<file path="config.mk">
export PLATFORM = sky130hd
export DESIGN_NAME = rv32i_hazard_ctrl
export DESIGN_NICKNAME = d
export VERILOG_FILES = /design/src/rtl/rv32i_hazard_ctrl.sv
export SDC_FILE = /design/constraint.sdc
export NUM_CORES = 1
export LEC_CHECK = 0
export CORE_MARGIN = 2
export CORE_UTILIZATION = 43
export CTS_CLUSTER_SIZE = 20
export DETAILED_ROUTE_END_ITERATION = 8
export PLACE_DENSITY_LB_ADDON = 0.25
export SETUP_SLACK_MARGIN = 0.1
export SLEW_MARGIN = 20
export SYNTH_ARGS = -nofsm -noshare
export SYNTH_HDL_FRONTEND = slang
export SYNTH_SLANG_ARGS = --single-unit
</file>
<file path="constraint.sdc">
create_clock -name clk -period 2 [get_ports clk]
set_input_delay 0.2 -clock clk [delete_from_list [all_inputs] [get_ports clk]]
set_output_delay 0.2 -clock clk [all_outputs]
set_load 0.01 [all_outputs]
</file>
<file path="src/rtl/rv32i_hazard_ctrl.sv">
// rv32i_hazard_ctrl
//   Decode-stage pipeline sequencer for a non-forwarding RV32I pipeline.
//   A small scoreboard remembers the destination registers of the instructions
//   still travelling through EX/MEM/WB. When the instruction in decode reads
//   one of them, the front end is held and a NOP is pushed into the
//   decode-to-execute register until the write becomes visible. It also owns
//   the EBREAK halt/resume state machine.
//
// Ports
//   clk          in   1            system clock, rising edge
//   reset        in   1            synchronous, active-high
//   iw_id        in   32           instruction word currently in decode
//   resume       in   1            single-cycle pulse that leaves HALT
//   stall_out    out  1            hold PC and IF/ID register (combinational)
//   bubble_out   out  1            decode latches NOP_IW into iw_out this cycle (combinational)
//   halt_out     out  1            registered, 1 while in HALT
//   stall_count  out  STALL_CNT_W  registered, saturating count of hazard-stall cycles
//
// Handshake with the decode stage: the instruction in decode advances on a
// clock edge exactly when stall_out=0 and bubble_out=0. stall_out=1 means
// "keep the same instruction in IF/ID"; bubble_out=1 means "send NOP_IW
// downstream instead of this instruction". An EBREAK is the one case with
// stall_out=0 and bubble_out=1: it leaves IF/ID but never reaches execute.

module rv32i_hazard_ctrl #(
    parameter int          PIPE_DEPTH  = 3,
    parameter int          STALL_CNT_W = 16,
    parameter logic [31:0] NOP_IW      = 32'h0000_0013
) (
    input  logic                   clk,
    input  logic                   reset,
    input  logic [31:0]            iw_id,
    input  logic                   resume,
    output logic                   stall_out,
    output logic                   bubble_out,
    output logic                   halt_out,
    output logic [STALL_CNT_W-1:0] stall_count
);

    localparam logic [6:0] OP_R      = 7'b0110011;
    localparam logic [6:0] OP_BRANCH = 7'b1100011;
    localparam logic [6:0] OP_STORE  = 7'b0100011;
    localparam logic [6:0] OP_LOAD   = 7'b0000011;
    localparam logic [6:0] OP_IMM    = 7'b0010011;
    localparam logic [6:0] OP_JALR   = 7'b1100111;
    localparam logic [6:0] OP_SYSTEM = 7'b1110011;

    localparam logic [31:0] EBREAK_IW = 32'h0010_0073;

    typedef enum logic {
        RUN  = 1'b0,
        HALT = 1'b1
    } state_t;

    state_t state;
    state_t state_next;

    // ------------------------------------------------------------------
    // Decode of the instruction in ID
    // ------------------------------------------------------------------
    logic [6:0] opcode;
    logic [4:0] rs1;
    logic [4:0] rs2;
    logic [4:0] rd;
    logic       uses_rs1;
    logic       uses_rs2;
    logic       writes_rd;
    logic       is_ebreak;
    logic       is_bubble;

    assign opcode    = iw_id[6:0];
    assign rs1       = iw_id[19:15];
    assign rs2       = iw_id[24:20];
    assign rd        = iw_id[11:7];
    assign is_ebreak = (iw_id == EBREAK_IW);
    // The injected bubble word never reads or writes the register file,
    // whatever encoding NOP_IW is given.
    assign is_bubble = (iw_id == NOP_IW);

    always_comb begin
        uses_rs1  = 1'b0;
        uses_rs2  = 1'b0;
        writes_rd = 1'b1;
        case (opcode)
            OP_R, OP_BRANCH, OP_STORE: begin
                uses_rs1 = 1'b1;
                uses_rs2 = 1'b1;
            end
            OP_LOAD, OP_IMM, OP_JALR: begin
                uses_rs1 = 1'b1;
            end
            default: begin
            end
        endcase
        if (opcode == OP_STORE || opcode == OP_BRANCH || opcode == OP_SYSTEM) begin
            writes_rd = 1'b0;
        end
        if (is_bubble) begin
            uses_rs1  = 1'b0;
            uses_rs2  = 1'b0;
            writes_rd = 1'b0;
        end
    end

    // ------------------------------------------------------------------
    // Scoreboard: entry 0 is the instruction now in EX, the last entry the
    // one in WB. An entry shifted out past the end has written the register
    // file, so a reader in ID no longer has to wait for it.
    // ------------------------------------------------------------------
    logic [PIPE_DEPTH-1:0] sb_valid;
    logic [4:0]            sb_rd [PIPE_DEPTH];
    logic                  rs1_hit;
    logic                  rs2_hit;
    logic                  hazard;
    logic                  advance;
    logic                  count_en;
    logic                  sb_load;

    always_comb begin
        rs1_hit = 1'b0;
        rs2_hit = 1'b0;
        for (int i = 0; i < PIPE_DEPTH; i++) begin
            if (sb_valid[i] && sb_rd[i] == rs1) rs1_hit = 1'b1;
            if (sb_valid[i] && sb_rd[i] == rs2) rs2_hit = 1'b1;
        end
    end

    // x0 is never tracked, so a read of x0 can never hazard.
    assign hazard = (uses_rs1 && rs1 != 5'd0 && rs1_hit) ||
                    (uses_rs2 && rs2 != 5'd0 && rs2_hit);

    assign sb_load = advance && writes_rd && (rd != 5'd0);

    always_ff @(posedge clk) begin
        if (reset) begin
            sb_valid <= '0;
            for (int i = 0; i < PIPE_DEPTH; i++) begin
                sb_rd[i] <= 5'd0;
            end
        end else begin
            sb_valid[0] <= sb_load;
            sb_rd[0]    <= sb_load ? rd : 5'd0;
            for (int i = 1; i < PIPE_DEPTH; i++) begin
                sb_valid[i] <= sb_valid[i-1];
                sb_rd[i]    <= sb_rd[i-1];
            end
        end
    end

    // ------------------------------------------------------------------
    // Halt FSM: state register
    // ------------------------------------------------------------------
    always_ff @(posedge clk) begin
        if (reset) begin
            state <= RUN;
        end else begin
            state <= state_next;
        end
    end

    // Halt FSM: next state. An ebreak behind a hazard waits like any other
    // instruction and is only consumed once the hazard has cleared.
    always_comb begin
        state_next = state;
        case (state)
            RUN:     if (is_ebreak && !hazard) state_next = HALT;
            HALT:    if (resume)               state_next = RUN;
            default: state_next = RUN;
        endcase
    end

    // Halt FSM: outputs. While reset is high nothing is held, but only
    // bubbles are sent downstream.
    always_comb begin
        stall_out  = 1'b0;
        bubble_out = 1'b1;
        advance    = 1'b0;
        count_en   = 1'b0;
        if (!reset) begin
            case (state)
                RUN: begin
                    stall_out  = hazard;
                    bubble_out = hazard | is_ebreak;
                    advance    = !hazard && !is_ebreak;
                    count_en   = hazard;
                end
                default: begin
                    stall_out  = 1'b1;
                    bubble_out = 1'b1;
                end
            endcase
        end
    end

    // halt_out is the state register itself, so it rises the cycle after
    // the ebreak is consumed and falls the cycle after resume.
    assign halt_out = (state == HALT);

    // ------------------------------------------------------------------
    // Hazard-stall performance counter (saturating)
    // ------------------------------------------------------------------
    always_ff @(posedge clk) begin
        if (reset) begin
            stall_count <= '0;
        end else if (count_en && stall_count != {STALL_CNT_W{1'b1}}) begin
            stall_count <= stall_count + 1'b1;
        end
    end

endmodule
</file>
==> run metrics <==
status=complete, but fails checks; failing checks=negative setup slack; DR vias/cell=5.07; Clock Path Buffers=2; combinational fraction of design power=15.0%; Worst setup SP type=register; sequential cell area fraction in the yosys report=35.6%; filler instances=328; Remaining DRCs=0; EDFF count, synth=0; Rel. slew slack=62.7%; I/O pin count=54; Final Max Tran Viols=0; most frequent cells in the layout=50 x buf_4, 41 x clkdlybuf4s50_1, 22 x nor2_1, 20 x xor2_1, 18 x dfxtp_1; Overall Power=1.43 mW; switching part of the total=24.3%; Crit Path Category=reg2out; layout cell share with drive strength beyond 1=39.9%; Post-Syn Nets=243; Tightest Hold Check Type=in2reg; Crit. Startpoint=sb_rd[0][0]; R2R cell count=11; vias post-DR=1,875; setup slack after layout=-0.264 ns; Core Region=4380 um^2; worst r2r src=sb_rd[0][0]; Clock H-tree levels=2; total grt overflow=0; die height=71.7 um; critical path peak fanout=3; die area=5140 um^2; Psw=0.349 mW; GRT Util Overall=21.3%; Clock Pin Slew Worst Setup and Hold Paths=0.06 ns; Mapped Area=1970 um^2; vias in the first global route=1,961; Seq pwr share=50.8%; antenna cells=0; Sink Count=35; dpl hpwl=3930 um; min Tclk post-route=2.26 ns; final setup vio count=17; Avg Inst Size Synth=9.52 um^2; Min-Delay Path Depth=2; clock root buffer=clkbuf_8; Post-Place Cells=356; largest net degree at the start of global routing=35; initial antenna violation count=0; Post-CTS Hold Buffers=0; Ys Warns=0; unrepaired setup endpoints after global routing=yes; HP Start=iw_id[10]; Layout Skew=0.00746 ns; Storage cell area=732 um^2; Most used DFF post-synth=dfxtp_1; internal power=1.08 mW; maxcap violations=0; Initial Utilization=44.9%; worst-margin pin slew=0.554 ns; Clock power frac=34.2%; WL per Instance=14.1 um; Detail Route Antenna Nets=0; synthesized instance count=207; Req. time, crit path=1.80 ns; nets=353; Seq cells post-synth=35; Area Overhead vs Synth=65.9%; final WL=5230 um; Crit. End Element=output pin; FP Rows=24; first drt pass iteration count=4; Worst-Skew Late Latency=0.29 ns; Buffers on Ports=53; Tcrit/Tclk final=113%; Hold Vio Cnt, Final=0; total power divided by cell area=438 nW/um^2; Worst Path Arrival=2.06 ns; most common cell after layout, fill and taps aside=buf_4; Fmax=0.442 GHz; first-pass GRT wire length=8480 um; FFs w/ async S/R, synth=0%; DRC marker count from the first detailed-route iteration=79; multi-input logic area=1410 um^2; Cell Count, Final, Fillers Out=370; TritonCTS buffer count=5; global placement routability congestion=0.858; maximum VDD drop=0.000312 V; Leak Pwr=1.26 nW; CTS tree=yes; Cell variety after synth=42; Die Wd=71.7 um
power by group through the flow:
stage	Combinational, mW	Sequential (mW)	Clock, mW
after floorplan	0.0772	0.739	0
final	0.215	0.728	0.490
after CTS	0.206	0.729	0.507
after global routing	0.232	0.729	0.541
after detailed placement	0.206	0.743	0
after global placement	0.204	0.743	0
cells by family after synthesis:
| logic type | Yosys count | share of synthesized area (%) |
|---|---|---|
| AOI/OAI and AO/OA | 27 | 14.9 |
| xor gates and xnor gates | 40 | 17.8 |
| adders and majority gates | 1 | 0.635 |
| buffers and inverters | 12 | 3.24 |
| DFF | 35 | 35.6 |
| muxes | 1 | 0.508 |
| and+or+nand+nor | 91 | 27.4 |
metal layers:
layer  vias to the layer above  GRT usage, %  part of all wire (%)
li1                        943             -                     -
met1                       876          22.4                    40
met2                        45          40.3                    55
met3                        11          4.22                   2.7
met4                         0          9.85                   2.5
met5                         -             0                     0
registers in the layout (all words and copies together), names as in the netlist:
name         cells
stall_count     16
sb_rd           15
sb_valid         3
halt_out         1
repair_timing:
item	4_1_cts	5_1_grt
endpoints found under the setup margin	23	22
buffers inserted	1	4
gates resized for setup	58	17
cloned	1	0
pin swaps	25	25
synth_stat cells (4+ instances only):
master / n / area share, %
xnor2_1: 16 / 7.1
a21oi_1: 8 / 2.0
inv_1: 6 / 1.1
dfxtp_1: 35 / 36
nor4_1: 9 / 2.9
nand3_1: 5 / 1.3
nand2_1: 6 / 1.1
clkbuf_1: 4 / 0.76
xor2_1: 24 / 11
and3_2: 8 / 3.0
nor2_1: 23 / 4.4
and2_1: 6 / 1.9
nand2b_1: 4 / 1.3
nor2b_1: 12 / 3.8
worst max-delay path, stage by stage, from the launching register on:
cell,delay [ns]
dfxtp_4,0.37
xor2_2,0.17
nor4_1,0.06
and3_2,0.20
o31ai_2,0.25
nand2_1,0.11
or4_1,0.47
buf_2,0.16
path summary, 6_finish.rpt:
path | end | slack (ns)
setup / recovery | bubble_out | -0.26
hold / removal | sb_rd[0][3] | 0.48
setup reg to reg | stall_count[14] | -0.23
hold reg to reg | sb_rd[0][7] | 0.48
metrics by stage:
stage	instance area, um^2	worst slack [ns]	setup TNS (ns)	util, %	hold slack [ns]
5_1_grt	3270	-0.356	-4.20	74.6	0.495
2_1_floorplan	2020	-0.0312	-0.0412	-	0.322
6_report	3270	-0.264	-2.68	74.6	0.485
3_5_place_dp	2950	-0.807	-11.79	67.3	0.471
3_3_place_gp	2950	-0.861	-11.50	67.3	0.465
4_1_cts	3160	-0.240	-1.79	72.1	0.480
layout make-up:
| type | instances | share of cell area, % |
|---|---|---|
| multi-input cells | 160 | 43.1 |
| repair buffers | 109 | 29.4 |
| flip-flops and latches | 35 | 22.4 |
| clock buffers | 7 | 2.33 |
| well taps | 52 | 1.99 |
| inverters | 6 | 0.689 |
| clock inverters | 1 | 0.153 |
Note: power is estimated with default switching activity, not from simulation.
